$ cat config.mk
export PLATFORM = sky130hd
export DESIGN_NAME = hilo_muldiv_unit
export DESIGN_NICKNAME = d
export VERILOG_FILES = /design/src/rtl/hilo_pkg.sv /design/src/rtl/hilo_iter_core.sv /design/src/rtl/hilo_muldiv_unit.sv
export SDC_FILE = /design/constraint.sdc
export NUM_CORES = 1
export LEC_CHECK = 0
export CELL_PAD_IN_SITES_DETAIL_PLACEMENT = 0
export CELL_PAD_IN_SITES_GLOBAL_PLACEMENT = 1
export CORE_AREA = 2 2 182 184
export CTS_CLUSTER_DIAMETER = 150
export DETAILED_ROUTE_END_ITERATION = 7
export DIE_AREA = 0 0 184 186
export PLACE_DENSITY = 0.86
export SYNTH_ARGS = -nofsm -noshare
export SYNTH_HDL_FRONTEND = slang
export SYNTH_SLANG_ARGS = --single-unit
$ cat constraint.sdc
create_clock -name clk -period 9 [get_ports clk]
set_clock_uncertainty 0.2 [all_clocks]
set_input_delay 2.7 -clock clk [delete_from_list [all_inputs] [get_ports clk]]
set_output_delay 2.7 -clock clk [all_outputs]
set_load 0.01 [all_outputs]
$ cat src/rtl/hilo_pkg.sv
// rtl/hilo_pkg.sv - HI/LO op codes, FSM states and operand helpers shared with decode and hazard logic
package hilo_pkg;

    localparam int HILO_WIDTH = 32;

    typedef enum logic [2:0] {
        HILO_NOP   = 3'd0,
        HILO_MULT  = 3'd1,
        HILO_MULTU = 3'd2,
        HILO_DIV   = 3'd3,
        HILO_DIVU  = 3'd4,
        HILO_MTHI  = 3'd5,
        HILO_MTLO  = 3'd6
    } hilo_op_e;

    typedef enum logic [1:0] {
        S_IDLE = 2'd0,
        S_MUL  = 2'd1,
        S_DIV  = 2'd2,
        S_FIX  = 2'd3
    } hilo_state_e;

    function automatic logic op_is_signed(input logic [2:0] op);
        return (op == HILO_MULT) || (op == HILO_DIV);
    endfunction

    function automatic logic op_is_mul(input logic [2:0] op);
        return (op == HILO_MULT) || (op == HILO_MULTU);
    endfunction

    function automatic logic op_is_div(input logic [2:0] op);
        return (op == HILO_DIV) || (op == HILO_DIVU);
    endfunction

endpackage

$ cat src/rtl/hilo_iter_core.sv
// rtl/hilo_iter_core.sv - one-bit-per-cycle shift-add multiplier / restoring divider datapath
module hilo_iter_core
    import hilo_pkg::*;
#(
    parameter int WIDTH = HILO_WIDTH
) (
    input  logic               clk,
    input  logic               rst_n,
    input  logic               init,
    input  logic               step,
    input  logic               mode_div,
    input  logic [WIDTH-1:0]   init_lo,
    input  logic [WIDTH-1:0]   init_operand,
    output logic               last_step,
    output logic [2*WIDTH-1:0] acc
);

    localparam int CW = $clog2(WIDTH) + 1;

    logic [2*WIDTH-1:0] acc_q, acc_d;
    logic [WIDTH-1:0]   operand_q, operand_d;
    logic [CW-1:0]      cnt_q, cnt_d;

    logic [WIDTH:0]     mul_sum;
    logic [WIDTH:0]     rem_shift;
    logic [WIDTH:0]     diff;
    logic               running;

    assign running = (cnt_q != CW'(WIDTH));

    always_comb begin
        acc_d     = acc_q;
        operand_d = operand_q;
        cnt_d     = cnt_q;

        // Multiply: upper half accumulates the multiplicand, carry shifts in from the top.
        mul_sum   = {1'b0, acc_q[2*WIDTH-1:WIDTH]} + (acc_q[0] ? {1'b0, operand_q} : '0);

        // Divide: remainder fits in WIDTH bits, so bit WIDTH of diff is a clean borrow flag.
        rem_shift = acc_q[2*WIDTH-1:WIDTH-1];
        diff      = rem_shift - {1'b0, operand_q};

        if (init) begin
            acc_d     = {{WIDTH{1'b0}}, init_lo};
            operand_d = init_operand;
            cnt_d     = '0;
        end else if (step && running) begin
            if (mode_div) begin
                if (!diff[WIDTH]) begin
                    acc_d = {diff[WIDTH-1:0], acc_q[WIDTH-2:0], 1'b1};
                end else begin
                    acc_d = {rem_shift[WIDTH-1:0], acc_q[WIDTH-2:0], 1'b0};
                end
            end else begin
                acc_d = {mul_sum, acc_q[WIDTH-1:1]};
            end
            cnt_d = cnt_q + CW'(1);
        end
    end

    always_ff @(posedge clk or negedge rst_n) begin
        if (!rst_n) begin
            acc_q     <= '0;
            operand_q <= '0;
            cnt_q     <= '0;
        end else begin
            acc_q     <= acc_d;
            operand_q <= operand_d;
            cnt_q     <= cnt_d;
        end
    end

    assign last_step = step && (cnt_q == CW'(WIDTH - 1));
    assign acc       = acc_q;

endmodule

$ cat src/rtl/hilo_muldiv_unit.sv
// rtl/hilo_muldiv_unit.sv - HI/LO writer: MULT/MULTU/DIV/DIVU/MTHI/MTLO with registered HI and LO
module hilo_muldiv_unit
    import hilo_pkg::*;
#(
    parameter int WIDTH = HILO_WIDTH
) (
    input  logic             clk,
    input  logic             rst_n,
    input  logic             start,
    input  logic [2:0]       op,
    input  logic [WIDTH-1:0] a,
    input  logic [WIDTH-1:0] b,
    output logic             busy,
    output logic             done,
    output logic             div_by_zero,
    output logic [WIDTH-1:0] hi,
    output logic [WIDTH-1:0] lo
);

    hilo_state_e state_q, state_d;
    logic             busy_q, busy_d;
    logic             done_q, done_d;
    logic             dbz_q, dbz_d;
    logic             pend_dbz_q, pend_dbz_d;
    logic             div_q, div_d;
    logic             neg_lo_q, neg_lo_d;
    logic             neg_hi_q, neg_hi_d;
    logic [WIDTH-1:0] hi_q, hi_d;
    logic [WIDTH-1:0] lo_q, lo_d;

    logic               core_init;
    logic               core_step;
    logic               core_mode_div;
    logic [WIDTH-1:0]   core_lo;
    logic [WIDTH-1:0]   core_operand;
    logic               core_last;
    logic [2*WIDTH-1:0] core_acc;

    logic               sgn;
    logic [2*WIDTH-1:0] prod_neg;
    logic [WIDTH-1:0]   quot;
    logic [WIDTH-1:0]   rem;

    function automatic logic [WIDTH-1:0] mag(input logic [WIDTH-1:0] v, input logic is_signed);
        return (is_signed && v[WIDTH-1]) ? (~v + 1'b1) : v;
    endfunction

    hilo_iter_core #(.WIDTH(WIDTH)) u_core (
        .clk          (clk),
        .rst_n        (rst_n),
        .init         (core_init),
        .step         (core_step),
        .mode_div     (core_mode_div),
        .init_lo      (core_lo),
        .init_operand (core_operand),
        .last_step    (core_last),
        .acc          (core_acc)
    );

    assign core_step     = (state_q == S_MUL) || (state_q == S_DIV);
    assign core_mode_div = (state_q == S_DIV);

    assign sgn      = op_is_signed(op);
    assign prod_neg = ~core_acc + 1'b1;
    assign quot     = core_acc[WIDTH-1:0];
    assign rem      = core_acc[2*WIDTH-1:WIDTH];

    always_comb begin
        state_d      = state_q;
        busy_d       = busy_q;
        done_d       = 1'b0;
        dbz_d        = 1'b0;
        pend_dbz_d   = pend_dbz_q;
        div_d        = div_q;
        neg_lo_d     = neg_lo_q;
        neg_hi_d     = neg_hi_q;
        hi_d         = hi_q;
        lo_d         = lo_q;
        core_init    = 1'b0;
        core_lo      = '0;
        core_operand = '0;

        case (state_q)
            S_IDLE: begin
                if (start) begin
                    if (op == HILO_MTHI) begin
                        hi_d   = a;
                        done_d = 1'b1;
                    end else if (op == HILO_MTLO) begin
                        lo_d   = a;
                        done_d = 1'b1;
                    end else if (op_is_mul(op)) begin
                        core_init    = 1'b1;
                        core_lo      = mag(b, sgn);
                        core_operand = mag(a, sgn);
                        neg_lo_d     = sgn && (a[WIDTH-1] ^ b[WIDTH-1]);
                        neg_hi_d     = 1'b0;
                        div_d        = 1'b0;
                        pend_dbz_d   = 1'b0;
                        busy_d       = 1'b1;
                        state_d      = S_MUL;
                    end else if (op_is_div(op)) begin
                        div_d    = 1'b1;
                        busy_d   = 1'b1;
                        neg_lo_d = sgn && (a[WIDTH-1] ^ b[WIDTH-1]);
                        neg_hi_d = sgn && a[WIDTH-1];
                        // A zero divisor skips iteration and reports through FIX one edge later.
                        if (b == '0) begin
                            pend_dbz_d = 1'b1;
                            state_d    = S_FIX;
                        end else begin
                            core_init    = 1'b1;
                            core_lo      = mag(a, sgn);
                            core_operand = mag(b, sgn);
                            pend_dbz_d   = 1'b0;
                            state_d      = S_DIV;
                        end
                    end
                end
            end
            S_MUL, S_DIV: begin
                if (core_last) begin
                    state_d = S_FIX;
                end
            end
            S_FIX: begin
                state_d    = S_IDLE;
                busy_d     = 1'b0;
                done_d     = 1'b1;
                pend_dbz_d = 1'b0;
                if (pend_dbz_q) begin
                    dbz_d = 1'b1;
                end else if (div_q) begin
                    lo_d = neg_lo_q ? (~quot + 1'b1) : quot;
                    hi_d = neg_hi_q ? (~rem + 1'b1) : rem;
                end else begin
                    {hi_d, lo_d} = neg_lo_q ? prod_neg : core_acc;
                end
            end
            default: begin
                state_d = S_IDLE;
                busy_d  = 1'b0;
            end
        endcase
    end

    always_ff @(posedge clk or negedge rst_n) begin
        if (!rst_n) begin
            state_q    <= S_IDLE;
            busy_q     <= 1'b0;
            done_q     <= 1'b0;
            dbz_q      <= 1'b0;
            pend_dbz_q <= 1'b0;
            div_q      <= 1'b0;
            neg_lo_q   <= 1'b0;
            neg_hi_q   <= 1'b0;
            hi_q       <= '0;
            lo_q       <= '0;
        end else begin
            state_q    <= state_d;
            busy_q     <= busy_d;
            done_q     <= done_d;
            dbz_q      <= dbz_d;
            pend_dbz_q <= pend_dbz_d;
            div_q      <= div_d;
            neg_lo_q   <= neg_lo_d;
            neg_hi_q   <= neg_hi_d;
            hi_q       <= hi_d;
            lo_q       <= lo_d;
        end
    end

    assign busy        = busy_q;
    assign done        = done_q;
    assign div_by_zero = dbz_q;
    assign hi          = hi_q;
    assign lo          = lo_q;

endmodule

# Yosys cells after proc, flatten, opt, wreduce, memory -nomap -nowiden
# Index checks and enable logic that the tools add are counted.
[op_classes]
n_addsub = 8
n_eq_ne = 19
mux = 76
n_bitwise = 8
reduce_logical = 20
[ops]
columns = ["cell", "n"]
rows = [
  ["$mux W32", 28],
  ["$mux W64", 5],
  ["$add A32 B1 Y32 const B", 4],
  ["$not A32 Y32", 4],
  ["$pmux W32 S2", 2],
  ["$add A64 B1 Y64 const B", 1],
  ["$not A64 Y64", 1],
  ["$add A32 B33 Y33", 1],
  ["$sub A33 B32 Y33", 1],
  ["$logic_not A32 Y1", 1],
  ["$mux W1", 29],
  ["$reduce_and A5 Y1", 4],
  ["$ne A2 B2 Y1 const B", 7],
  ["$mux W2", 6],
  ["$mux W6", 2],
  ["$eq A3 B3 Y1 const B", 3],
  ["$add A6 B1 Y6 const B", 1],
  ["$eq A3 B2 Y1 const B", 2],
  ["$eq A6 B5 Y1 const B", 1],
  ["$ne A6 B6 Y1 const B", 1],
  ["$pmux W1 S2", 3],
  ["$pmux W2 S3", 1],
  ["$reduce_bool A2 Y1", 3],
  ["$logic_and A1 B1 Y1", 5],
  ["other kinds (10)", 15],
]
[word_totals]
reg_bits = 175
in_bits = 70
output_inout_bits = 67

# Longest topological paths before layout
[logic_depth]
word_depth = 12
ltp_mapped = 14

# By module
# Synthesis repeated with hierarchy kept, for this count alone.
[unflattened]
cells_unflattened = 2021
area_unflattened_um2 = 15813.9
[modules_own_cells]
columns = ["module", "instances", "cells_each", "area_each_um2", "seq_area_each_um2"]
rows = [
  ["hilo_iter_core", 1, 1053, 8573.2, 2552.4],
  ["hilo_muldiv_unit", 1, 968, 7240.7, 1826.8],
]

# Worst setup path before layout
# No wires, ideal clock.
[synth_timing]
path_type = "input port to flip-flop"
from = "in b[1]"
to = "reg u_core.acc_q[58] (netlist: u_core.acc[58])"
setup_time_ns = 0.083
arrival_time_ns = 5.141
t_required_ns = 8.717
path_slack_ns = 3.576
path_stages = 12
n_path_buf = 3
cell_sequence = "inv_1 > ha_1 > nor4b_1 > nand3_1 > nor4_2 > a21oi_1 > clkbuf_1 > nor2_1 > buf_2 > buf_2 > a22oi_1 > o21ai_0"
[synth_via]
elab_chain_len = 9
elab_cells_between_ends = 10
[synth_rtl]
columns = ["element", "line", "source"]
rows = [
  ["start, declared", "hilo_muldiv_unit.sv:12", "input logic [WIDTH-1:0] b,"],
  ["$logic_not A32 Y1 (*)", "hilo_muldiv_unit.sv:108", "if (b == '0) begin"],
  ["$mux W1 (*)", "hilo_muldiv_unit.sv:108", ""],
  ["$mux W1 (*)", "hilo_muldiv_unit.sv:102", "end else if (op_is_div(op)) begin"],
  ["$mux W1 (*)", "hilo_muldiv_unit.sv:92", "end else if (op_is_mul(op)) begin"],
  ["$mux W1 (*)", "hilo_muldiv_unit.sv:89", "end else if (op == HILO_MTLO) begin"],
  ["$mux W1 (*)", "hilo_muldiv_unit.sv:86", "if (op == HILO_MTHI) begin"],
  ["$mux W1 (*)", "hilo_muldiv_unit.sv:85", "if (start) begin"],
  ["$mux W1 (*)", "hilo_muldiv_unit.sv:83", "case (state_q)"],
  ["$mux W64 or $reduce_bool A2 Y1 (tied branches)", "--", ""],
  ["end signal, assigned", "hilo_iter_core.sv:63", "acc_q <= '0;"],
  ["end signal, assigned", "hilo_iter_core.sv:67", "acc_q <= acc_d;"],
  ["end, declared", "hilo_iter_core.sv:20", "logic [2*WIDTH-1:0] acc_q, acc_d;"],
]
# Mark *: on every way between the ends. The rest lies on a longest branch, timed or not.
# A chain may end at the register's enable or synchronous reset.

# Worst setup path in the final report
[layout_timing]
from = "in b[0]"
to = "reg u_core.acc_q[46] (netlist: u_core.acc[46])"
# Same word-level chain as after synthesis.

==> results.sh <==
export IMPL_synth_warning_count=0
export IMPL_post_cts_setup_buffers=0
export IMPL_grt_pass1_wl_um=85100
export IMPL_status="complete, no violations"
export IMPL_ant_nets=0
export IMPL_critPathTopFamily="simple AND/OR/NAND/NOR gates"
export IMPL_drcViolationCount=0
export IMPL_grt_max_degree=119
export IMPL_clkTransAtPathRegs_ns=0.07
export IMPL_post_cts_resized=0
export IMPL_grt_overflow_total=0
export IMPL_dp_hpwl_um=43800
export IMPL_initial_core_util_pct=47.5
export IMPL_cp_arrival_ns=6.81
export IMPL_cp_common_cell="nand3_1"
export IMPL_core_area_mm2=0.0322
export IMPL_fin_crit_sh_pct=73.6
export IMPL_final_max_slew_viol_count=0
export IMPL_peakVddDrop_uv=180
export IMPL_place_congestion=0.999
export IMPL_layout_commonest_cell="nand2_1"
export IMPL_power_density_mw_per_mm2=419
export IMPL_fin_crit_ns=6.63
export IMPL_critPathLaunchType="input pin"
export IMPL_cts_sinks=175
export IMPL_die_x_um=184
export IMPL_cts_tree="yes"
export IMPL_die_area_mm2=0.0342
export IMPL_num_rows=66
export IMPL_grt_usage_pct=33.1
export IMPL_setup_viol=0
export IMPL_drt_iter0_markers=1589
export IMPL_critPathMaxFanout=21
export IMPL_async_flop_share_pct=100
export IMPL_cts_htree_levels=4
export IMPL_worstSetupEndpointType="register"
export IMPL_via_per_inst=6.23
export IMPL_syn_area_mm2=0.0153
export IMPL_grt_pass1_vias=14100
export IMPL_area_delta_synth_final_pct=13.9
export IMPL_yosys_most_used_dff="dfrtp_1"
export IMPL_io_pins=137
export IMPL_required_ns=9.18
export IMPL_dr_total_vias=15400
export IMPL_leakagePower_nw=7.22
export IMPL_antenna_found_initial=0
export IMPL_holdWs_ns=0.273
export IMPL_most_common_layout_cells="235 x nand2_1, 220 x o21ai_0, 197 x nor2_1"
export IMPL_first_pass_iters=5
export IMPL_setup_tns_ns=0
export IMPL_port_buffer_count=136
export IMPL_cts_buffers=17
export IMPL_wl_um=56200
export IMPL_drive_gt1_share_pct=3.93
export IMPL_fmax_mhz=151
export IMPL_clockRootBuffer="clkbuf_16"
export IMPL_worstSkewPairLatency_ns=0.46
export IMPL_slowest_stage="or4_1"
export IMPL_clk_path_buf_depth=2
export IMPL_synth_area_per_cell_um2=7.64
export IMPL_yosysSeqAreaShare_pct=28.6
export IMPL_synth_enable_flop_cells=0
export IMPL_hp_class="register to register"
export IMPL_hold_viol_final=0
export IMPL_ys_types=72
export IMPL_grt_setup_unrepaired="false"
export IMPL_path_buf_inv=3
export IMPL_drv_cap=0
export IMPL_ctsHoldBuffers=0
export IMPL_critPathMaxStageDelay_ns=0.65
export IMPL_die_h_um=186
export IMPL_critical_path_class="input pin to register"
export IMPL_worstMarginPinSlew_ns=1.31
export IMPL_syn_nets=2147
export IMPL_synth_cells=2002
export IMPL_diodes=0
export IMPL_maxSlewHeadroom_pct=10.2
export IMPL_ys_ff_latch=175
export IMPL_path_cells="clkdlybuf4s50_1 -> inv_1 -> ha_1 -> nor4b_1 -> nand3_1 -> nor4_2 -> buf_4 -> a21o_1 -> nand3_1 -> or4_1 -> nand3_1"
export IMPL_wl_per_cell_um=22.8
export IMPL_final_nets=2194
-- metal layers --
layer	vias to the layer above	routed length, um	GRT usage, %
met5	-	0	0
met4	0	2220	13.2
met3	87	3790	4.60
met2	599	24500	51.4
met1	7375	25700	46.4
li1	7330	-	-
-- cells by family after synthesis --
family	count (synthesis)	synth area share (%)
AO/OA/AOI/OAI	697	28.2
AND/OR/NAND/NOR	646	19.4
buffers and inverters	193	4.80
XOR/XNOR	175	10.0
flip-flops	175	28.6
adder cells (fa/ha/maj)	75	6.23
multiplexers	41	2.71
-- registers in the layout, summed over array words and instances, names as in the netlist --
name	count
u_core.acc	64
hi	32
lo	32
u_core.operand_q	32
u_core.cnt_q	6
state_q	2
busy	1
div_by_zero	1
div_q	1
done	1
neg_hi_q	1
neg_lo_q	1
pend_dbz_q	1
-- area by class of cell --
cell class | instances | area, um^2
Clock buffer | 21 | 460
Clock inverter | 11 | 106
Fill cell | 3119 | 14800
Inverter | 69 | 259
Multi-Input combinational cell | 1634 | 10200
Sequential cell | 175 | 4380
Tap cell | 408 | 510
Timing Repair Buffer | 152 | 1480
-- power breakdown --
part	switching (mW)	total (mW)	internal (mW)
Combinational	3.00	4.94	1.94
Sequential	0.478	1.62	1.15
Clock	0.339	0.737	0.398
Total	3.82	7.30	3.48
-- metrics by stage --
step | util [%] | instance area [um^2] | cells | total power, mW | worst slack, ns
CTS | 54.1 | 17400 | 2470 | 7.24 | 2.44
finish | 54.1 | 17400 | 2470 | 7.30 | 2.37
detailed placement | 52.4 | 16900 | 2438 | 6.48 | 2.01
floorplan | - | 15300 | 2002 | 4.92 | 3.58
global placement | 52.4 | 16900 | 2438 | 6.42 | 2.08
global route | 54.1 | 17400 | 2470 | 7.90 | 2.04
-- cells in the mapped netlist, types with 19 or more instances --
master	count	area share, %
nand2_1	235	5.8
o21ai_0	220	7.2
nor2_1	197	4.8
dfrtp_1	175	29
a21oi_1	161	5.3
clkbuf_1	104	2.6
xnor2_1	88	5.0
xor2_1	87	5.0
ha_1	73	6.0
inv_1	69	1.7
o22ai_1	62	2.5
a21o_1	51	2.5
a211oi_1	43	2.1
mux2i_1	38	2.5
nor3_1	35	1.1
nand3_1	28	0.92
o31ai_1	24	1.2
nand2b_1	22	0.90
nor2b_1	21	0.86
nor4_1	21	0.86
or3_1	19	0.78
-- final timing paths --
path                       slack, ns            from             end  cells past startpoint
max in group asynchronous       4.98           rst_n          lo[17]                      2
max                             2.37            b[0]  u_core.acc[46]                     11
min                             0.27          lo[20]          lo[20]                      1
min reg2reg                     0.27          lo[20]          lo[20]                      1
max reg2reg                     4.28  u_core.acc[37]  u_core.acc[61]                     10
min in group asynchronous       2.11           rst_n          hi[14]                      1
Note: power is estimated with default switching activity, not from simulation.
